<file path="config.mk">
export PLATFORM = sky130hd
export DESIGN_NAME = io_bus_interface
export DESIGN_NICKNAME = d
export VERILOG_FILES = /design/src/rtl/io_bus_pkg.sv /design/src/rtl/io_lane_steer.sv /design/src/rtl/io_bus_interface.sv
export SDC_FILE = /design/constraint.sdc
export NUM_CORES = 1
export LEC_CHECK = 0
export CAP_MARGIN = 20
export CORE_ASPECT_RATIO = 1.5
export CORE_MARGIN = 5
export CORE_UTILIZATION = 40
export DETAILED_ROUTE_END_ITERATION = 10
export GPL_ROUTABILITY_DRIVEN = 0
export PLACE_DENSITY = 0.77
export SYNTH_ARGS = -nofsm -noshare
export SYNTH_HDL_FRONTEND = slang
export SYNTH_HIERARCHICAL = 1
export SYNTH_SLANG_ARGS = --single-unit
</file>
<file path="constraint.sdc">
create_clock -name clock -period 1.5 [get_ports clock]
set_input_delay 0.3 -clock clock [delete_from_list [all_inputs] [get_ports clock]]
set_output_delay 0.3 -clock clock [all_outputs]
set_load 0.01 [all_outputs]
</file>
<file path="src/rtl/io_bus_pkg.sv">
// Shared types and width helpers for the external I/O bus bridge.
// Data width is a power of two of at least 16 bits, carved into 8-bit lanes.
package io_bus_pkg;

    typedef enum logic [1:0] {
        IDLE   = 2'd0,
        SETUP  = 2'd1,
        STROBE = 2'd2,
        HOLD   = 2'd3
    } state_t;

    function automatic int lanes_of(input int data_w);
        return data_w / 8;
    endfunction

    function automatic int lane_bits(input int data_w);
        return $clog2(data_w / 8);
    endfunction

endpackage

</file>
<file path="src/rtl/io_lane_steer.sv">
// Byte-lane steering: lane mask from access size/low address bits, write data
// placement onto lanes, and read data extraction with zero extension. Pure combinational.
module io_lane_steer #(
    parameter int DATA_W = 16,
    parameter int LANES  = 2,
    parameter int LB     = 1
) (
    input  logic              word,
    input  logic [LB-1:0]     addr_lo,
    input  logic [DATA_W-1:0] wdata,
    input  logic [DATA_W-1:0] rdata_raw,
    output logic [LANES-1:0]  lane_mask,
    output logic [DATA_W-1:0] wdata_lanes,
    output logic [DATA_W-1:0] rdata_ext
);

    always_comb begin
        lane_mask   = '0;
        wdata_lanes = '0;
        rdata_ext   = '0;
        for (int i = 0; i < LANES; i++) begin
            if (word || addr_lo == LB'(i)) begin
                lane_mask[i] = 1'b1;
            end
            // Byte writes carry the low byte on whichever lane is selected.
            if (lane_mask[i]) begin
                wdata_lanes[8*i +: 8] = word ? wdata[8*i +: 8] : wdata[7:0];
            end
            if (addr_lo == LB'(i)) begin
                rdata_ext[7:0] = rdata_raw[8*i +: 8];
            end
        end
        if (word) begin
            rdata_ext = rdata_raw;
        end
    end

endmodule

</file>
<file path="src/rtl/io_bus_interface.sv">
// Bridges single CPU requests onto a setup/strobe/hold external bus with wait states.
// Accepts one request at a time (req_ready only in IDLE); ext_ready low stretches the strobe.
module io_bus_interface
    import io_bus_pkg::*;
#(
    parameter int DATA_W = 16,
    parameter int ADDR_W = 16,
    parameter int WAIT_W = 4,
    localparam int LANES = lanes_of(DATA_W),
    localparam int LB    = lane_bits(DATA_W)
) (
    input  logic              clock,
    input  logic              reset,
    input  logic              req_valid,
    output logic              req_ready,
    input  logic              req_write,
    input  logic              req_word,
    input  logic [ADDR_W-1:0] req_addr,
    input  logic [DATA_W-1:0] req_wdata,
    input  logic [WAIT_W-1:0] wait_states,
    output logic              rsp_valid,
    output logic [DATA_W-1:0] rsp_rdata,
    output logic [ADDR_W-LB-1:0] ext_addr,
    output logic [DATA_W-1:0] ext_data_out,
    output logic [LANES-1:0]  ext_data_oe,
    input  logic [DATA_W-1:0] ext_data_in,
    output logic              ext_rd_n,
    output logic              ext_wr_n,
    output logic [LANES-1:0]  ext_cs_n,
    input  logic              ext_ready
);

    state_t              state_q, state_d;
    logic                write_q, write_d;
    logic                word_q, word_d;
    logic [ADDR_W-1:0]   addr_q, addr_d;
    logic [DATA_W-1:0]   wdata_q, wdata_d;
    logic [DATA_W-1:0]   rdata_q, rdata_d;
    logic [WAIT_W-1:0]   cnt_q, cnt_d;

    logic [LANES-1:0]    lane_mask;
    logic [DATA_W-1:0]   wdata_lanes;
    logic [DATA_W-1:0]   rdata_ext;
    logic                active;

    io_lane_steer #(
        .DATA_W (DATA_W),
        .LANES  (LANES),
        .LB     (LB)
    ) u_steer (
        .word        (word_q),
        .addr_lo     (addr_q[LB-1:0]),
        .wdata       (wdata_q),
        .rdata_raw   (ext_data_in),
        .lane_mask   (lane_mask),
        .wdata_lanes (wdata_lanes),
        .rdata_ext   (rdata_ext)
    );

    always_comb begin
        state_d = state_q;
        write_d = write_q;
        word_d  = word_q;
        addr_d  = addr_q;
        wdata_d = wdata_q;
        rdata_d = rdata_q;
        cnt_d   = cnt_q;
        unique case (state_q)
            IDLE: begin
                if (req_valid) begin
                    state_d = SETUP;
                    write_d = req_write;
                    word_d  = req_word;
                    addr_d  = req_addr;
                    wdata_d = req_wdata;
                    cnt_d   = wait_states;
                end
            end
            SETUP: state_d = STROBE;
            STROBE: begin
                // Count down first; ext_ready only matters once the count is spent.
                if (cnt_q != '0) begin
                    cnt_d = cnt_q - WAIT_W'(1);
                end else if (ext_ready) begin
                    state_d = HOLD;
                    if (!write_q) begin
                        rdata_d = rdata_ext;
                    end
                end
            end
            HOLD:    state_d = IDLE;
            default: state_d = IDLE;
        endcase
    end

    always_ff @(posedge clock) begin
        if (reset) begin
            state_q <= IDLE;
            write_q <= 1'b0;
            word_q  <= 1'b0;
            addr_q  <= '0;
            wdata_q <= '0;
            rdata_q <= '0;
            cnt_q   <= '0;
        end else begin
            state_q <= state_d;
            write_q <= write_d;
            word_q  <= word_d;
            addr_q  <= addr_d;
            wdata_q <= wdata_d;
            rdata_q <= rdata_d;
            cnt_q   <= cnt_d;
        end
    end

    assign active       = (state_q != IDLE);
    assign req_ready    = (state_q == IDLE);
    assign rsp_valid    = (state_q == HOLD);
    assign rsp_rdata    = rdata_q;
    assign ext_addr     = active ? addr_q[ADDR_W-1:LB] : '0;
    assign ext_cs_n     = active ? ~lane_mask : '1;
    assign ext_data_oe  = (active && write_q) ? lane_mask : '0;
    assign ext_data_out = (active && write_q) ? wdata_lanes : '0;
    assign ext_rd_n     = !((state_q == STROBE) && !write_q);
    assign ext_wr_n     = !((state_q == STROBE) && write_q);

endmodule

</file>
==> results of run 1 <==
## metrics by stage
stage	TNS [ps]	setup WS, ps	instances	hold WS (ps)
2_1_floorplan	0	24.0	353	429
5_1_grt	-7350	-266	577	340
3_3_place_gp	-9780	-304	564	438
3_5_place_dp	-10860	-322	564	442
4_1_cts	-5490	-204	576	311
6_report	-4640	-194	577	320
## flip-flops by register name, summed over array words and instances, names as in the netlist
name / count
state_q: 2
word_q: 1
cnt_q: 4
addr_q: 16
write_q: 1
rsp_rdata: 16
wdata_q: 16
## timing repair
action                     CTS  global route
resized for setup          213            31
gates cloned                 0             1
setup endpoints to repair   68            83
pin swaps                   20             3
setup buffers                4             0
## power breakdown
part           internal, mW  switching (mW)
clock network         0.495           0.492
registers              1.74           0.170
logic                  1.31            1.30
total                  3.55            1.96
## tightest hold or removal path: stages
cell	delay (ps)
buf_2	100
inv_1	80
o211a_1	120
## kinds of logic (layout without fill, tap and decap cells)
family | Yosys count | in the layout | synth area share
compound gates | 89 | 89 | 0.176
fa+ha+maj | 5 | 5 | 0.0216
buf+inv | 37 | 161 | 0.0953
flops | 56 | 56 | 0.386
mux | 10 | 10 | 0.0397
simple gates | 156 | 156 | 0.282
## how the worst max path moves through the flow
stage,start,endpoint,slack [ps],cells after the start
after detailed placement,state_q[1],ext_data_out[13],-320,6
after CTS,state_q[1],ext_addr[11],-200,5
final,addr_q[0],ext_data_out[11],-190,5
after global placement,state_q[0],ext_data_out[13],-300,6
after floorplan,state_q[0],ext_addr[12],20,5
after global routing,state_q[1],ext_data_out[4],-270,6
## per-layer routing
metal,vias to the layer above,global-route usage
met5,-,0
met4,0,0.0906
met3,20,0.0220
met2,78,0.318
met1,1363,0.208
li1,1427,-
## cell type report
class	instances	area (um2)
well taps	100	125
fillers	632	2750
clock inverters	3	42.5
multi-input cells	260	1660
clock buffers	5	68.8
inverters	10	42.5
repair buffers	143	1370
flip-flops and latches	56	1130
## cell usage in the layout, fill, tap and decap left out, types with 2 or more instances in the layout
cell type and n:
a21oi_1 53, a22o_1 8, and2_1 16, and2_4 17
buf_12 4, buf_2 19, buf_4 20, buf_6 26
clkbuf_8 5, clkdlybuf4s50_1 56, dfxtp_1 52, dfxtp_2 4
dlygate4sd2_1 12, dlymetal6s2s_1 4, ha_1 2, ha_4 3
inv_1 6, inv_2 3, mux2_2 7, mux2_4 2
nand2_1 72, nand2b_1 2, nand3_1 14, nand3_2 2
nor2b_1 14, nor2b_2 2, nor2b_4 3, o21ai_0 14
o21ai_1 3, o31ai_1 2
==> metrics.csv, run 1 <==
metric;value;unit
path_max_fanout;5;
grt_max_degree;30;
clock-sinks;56;
reg2reg_slack;-50;ps
final_area;0.00443;mm2
max_freq;590;MHz
drcViolationCount;0;
yosysWarnings;6;
status;finished with violations;
maxCapViolCount;0;
slew_violations;0;
clock_skew;7.18;ps
start_util;0.404;
antenna_found_initial;0;
cts_tree;done;
routed_wl;8450;um
crit_path_start_kind;flip-flop;
vias_per_cell;5.01;
postRouteAntennaNets;0;
worst_hold_path.endpoint;state_q[0];
setup.worst_path.class;flip-flop to output port;
r2r_end;cnt_q[2];
period_minus_slack;1690;ps
grt_pass1_wl;13000;um
crit_slowest_cell;dfxtp_2;
htreeDepth;2;
yosysMostFrequentCell;nand2_1;
power_density;1240;mW/mm2
ys_seq_area_frac;0.386;
pin_count;113;
path_cells;nor2b_4 > buf_4 > a22o_1 > and2_4 > buf_6;
fin_util;0.617;
max_stage_delay;340;ps
grt-ovfl-total;0;
avgRoutedWirePerCell;14.6;um
dieArea;0.00909;mm2
reg2regPathDepth;7;
ir_worst_vdd;0.000776;V
grt_pass1_vias;2692;
top_layer_used;met4;
async_flop_share;0;
areaGrowthSynthToFinish;52.8;%
final_nets;539;
synth_edf_count;0;
dr.first_iter.drc_count;155;
cp-end-kind;output port;
port_buffers;112;
netlist_top_cells_area;dfxtp_1, nand2_1, a21oi_1;
clk_latency;320;ps
slew_headroom;0.783;
core_area;0.00718;mm2
synth_nets;416;
cts_buffer_depth;2;
reg2reg_from;state_q[0];
p_leak;1.88;nW
min_period_over_period;1.13;
n_antenna_cell;0;
synth_common_cells;nand2_1, dfxtp_1, a21oi_1;
min_delay_path_depth;3;
hold_class;input port to flip-flop;
power;5.51;mW
synth_area;0.00290;mm2
avgSynthCellArea;8.22;um2
crit_arrival;1390;ps
ys_seq_elements;56;
wl_met3;353;um
synth_flop_cell;dfxtp_1;
cp.required;1200;ps
vias;2888;
cts_hold_buf;0;
drtPass1Iterations;4;
synth.top_cell.area_share;0.386;
synth_cell_type_count;43;
yosys.area.top_type;dfxtp_1;
row_count;38;
numCtsBuffers;5;
critical_path.top_delay_family;simple AND/OR/NAND/NOR gates;
dp_hpwl;5950;um
die_h;114;um
clockRootBuffer;clkbuf_8;
dr_wl_met2;4490;um
setup_violations;38;
synthCells;353;
postLayoutSetupSlackWorst;-194;ps
hold_violations;0;
grt_use_total;0.179;
violations;setup timing;
drive_gt1_frac;0.283;
critPathBufInv;2;
fp.dieW;79.5;um
rsz0062_at_grt;yes;
clkTransAtPathRegs;90;ps
place_area;0.00416;mm2
holdCritStartpoint;reset;
wl_met1;3340;um
worst-slew-pin-transition;326;ps
Power figures use the tool's default switching activity.
==> inputs of run 2 (changes only) <==
Settings changed: PLACE_DENSITY 0.77 to 0.82.
==> run 2 against run 1 <==
Against the previous run: the run still ends with setup timing left; power down 1.6%; die area unchanged; critical path depth up 1; largest power group unchanged; first-iteration DRC count down 25%; fmax down 0.17%; count of clock-buffer cells in the layout up 3; critical path type unchanged; flip-flop and latch count unchanged.
==> metrics.csv, run 2 (synthesis gave the netlist of run 1 again) <==
metric;value;unit;change
grt_max_degree;31;;+3.3%
slew_violations;0;;unchanged
routed_wl;8550;um;+1.1%
die_h;114;um;unchanged
maxCapViolCount;0;;unchanged
postRouteAntennaNets;0;;unchanged
slew_headroom;0.788;;+0.00511
dieArea;0.00909;mm2;unchanged
start_util;0.404;;unchanged
path_max_fanout;7;;+2
dr.first_iter.drc_count;117;;-25%
cts_tree;done;;
clkTransAtPathRegs;90;ps;about the same
period_minus_slack;1700;ps;+2.80 ps
violations;setup timing;;
max_freq;589;MHz;-0.17%
grt-ovfl-total;0;;unchanged
dpl.cell_count;568;;+0.71%
clock-sinks;56;;unchanged
numCtsBuffers;5;;unchanged
drtPass1Iterations;4;;unchanged
clk_latency;300;ps;-20 ps
hold_violations;0;;unchanged
final_area;0.00446;mm2;+0.68%
cts_hold_buf;0;;unchanged
clock_skew;5.78;ps;-1.40 ps
setup_violations;75;;+97%
cp-end-kind;output port;;
rsz0062_at_grt;yes;;
multi_input_area;0.00163;mm2;-1.4%
avgRoutedWirePerCell;14.7;um;+0.61%
crit_path_start_kind;flip-flop;;
antenna_found_initial;0;;unchanged
areaGrowthSynthToFinish;53.8;%;
port_buffers;112;;unchanged
vias;2926;;+1.3%
core_area;0.00718;mm2;unchanged
grt_pass1_wl;13700;um;+5.1%
hold_class;input port to flip-flop;;
place_area;0.00419;mm2;+0.72%
reg2reg_slack;-180;ps;-130 ps
setup.worst_path.class;flip-flop to output port;;
min_period_over_period;1.13;;+0.00187
vias_per_cell;5.04;;+0.79%
max_stage_delay;340;ps;about the same
cts_buffer_depth;2;;unchanged
grt_pass1_vias;3011;;+12%
ir_worst_vdd;0.000799;V;+3.1%
drive_gt1_frac;0.277;;-0.00594
postLayoutSetupSlackWorst;-197;ps;-2.80 ps
clockRootBuffer;clkbuf_8;;
crit_slowest_cell;dfxtp_2;;
status;finished with violations;;
layout_common_cells;nand2_1, clkdlybuf4s50_1, a21oi_1;;
row_count;38;;unchanged
power_density;1210;mW/mm2;-2.3%
worst-slew-pin-transition;319;ps;-7.67 ps
grt_use_total;0.186;;+0.00677
critPathBufInv;3;;+1
crit_arrival;1400;ps;about the same
cp.required;1200;ps;about the same
layout_commonest_cell;nand2_1;;
critical_path.top_delay_family;flip-flops;;
n_fill_cell;618;;-2.2%
htreeDepth;2;;unchanged
final_cells;580;;+0.52%
path_cells;inv_2 > ha_4 > nor2_4 > buf_6 > and2_1 > buf_2;;
holdWs;248;ps;-72.4 ps
drcViolationCount;0;;unchanged
fp.dieW;79.5;um;unchanged
final_nets;542;;+0.56%
n_antenna_cell;0;;unchanged
p_leak;2.01;nW;+6.7%
dp_hpwl;6110;um;+2.6%
regArea;0.00113;mm2;+0.22%
power;5.42;mW;-1.6%
pin_count;113;;unchanged
-- run 2: cell count changes in the layout (fill, tap and decap cells not counted), sizes merged --
cell,previous run,this run
clkbuf,6,8
buf,69,71
bufbuf,0,1
dlygate4sd2,12,5
bufinv,1,0
clkinv,1,0
dlymetal6s2s,4,12
clkinvlp,1,0
-- run 2: layout make-up --
class / count / area share
flip-flops and latches: 56 / 0.253
inverters: 10 / 0.00953
repair buffers: 146 / 0.323
well taps: 100 / 0.0280
multi-input cells: 260 / 0.366
clock buffers: 8 / 0.0202
-- run 2: power breakdown --
group | total, mW | switching [mW] | leakage [nW] | internal, mW
combinational | 2.67 | 1.30 | 1.51 | 1.36
sequential | 1.91 | 0.172 | 0.459 | 1.74
clock | 0.837 | 0.459 | 0.0455 | 0.378
total | 5.42 | 1.93 | 2.01 | 3.48
-- run 2: what timing repair did --
item                                    in CTS  in global routing
buffers inserted                             1                  2
gates cloned                                 2                  0
pin swaps                                   17                  6
resized for setup                          204                 46
endpoints found under the setup margin      85                106
-- run 2: per-stage QoR --
step | util | setup WS, ps | setup TNS [ps]
floorplan | - | 24.0 | 0
global placement | 0.584 | -314 | -13280
detailed placement | 0.584 | -330 | -16020
CTS | 0.603 | -227 | -8970
global route | 0.622 | -300 | -15370
finish | 0.622 | -197 | -8090
-- run 2: worst paths after layout --
kind	startpoint	endpoint	cells past startpoint
setup reg to reg	state_q[0]	cnt_q[2]	7
hold / removal	reset	cnt_q[2]	2
setup / recovery	state_q[0]	ext_data_out[6]	6
hold reg to reg	addr_q[1]	addr_q[1]	2
-- run 2: per-layer routing --
metal  global-route usage  part of all wire  vias up
met2                0.341              0.52       97
met4               0.0826             0.041        0
li1                     -                 -     1427
met5                    0                 0        -
met3               0.0236             0.041       24
met1                0.212              0.40     1378
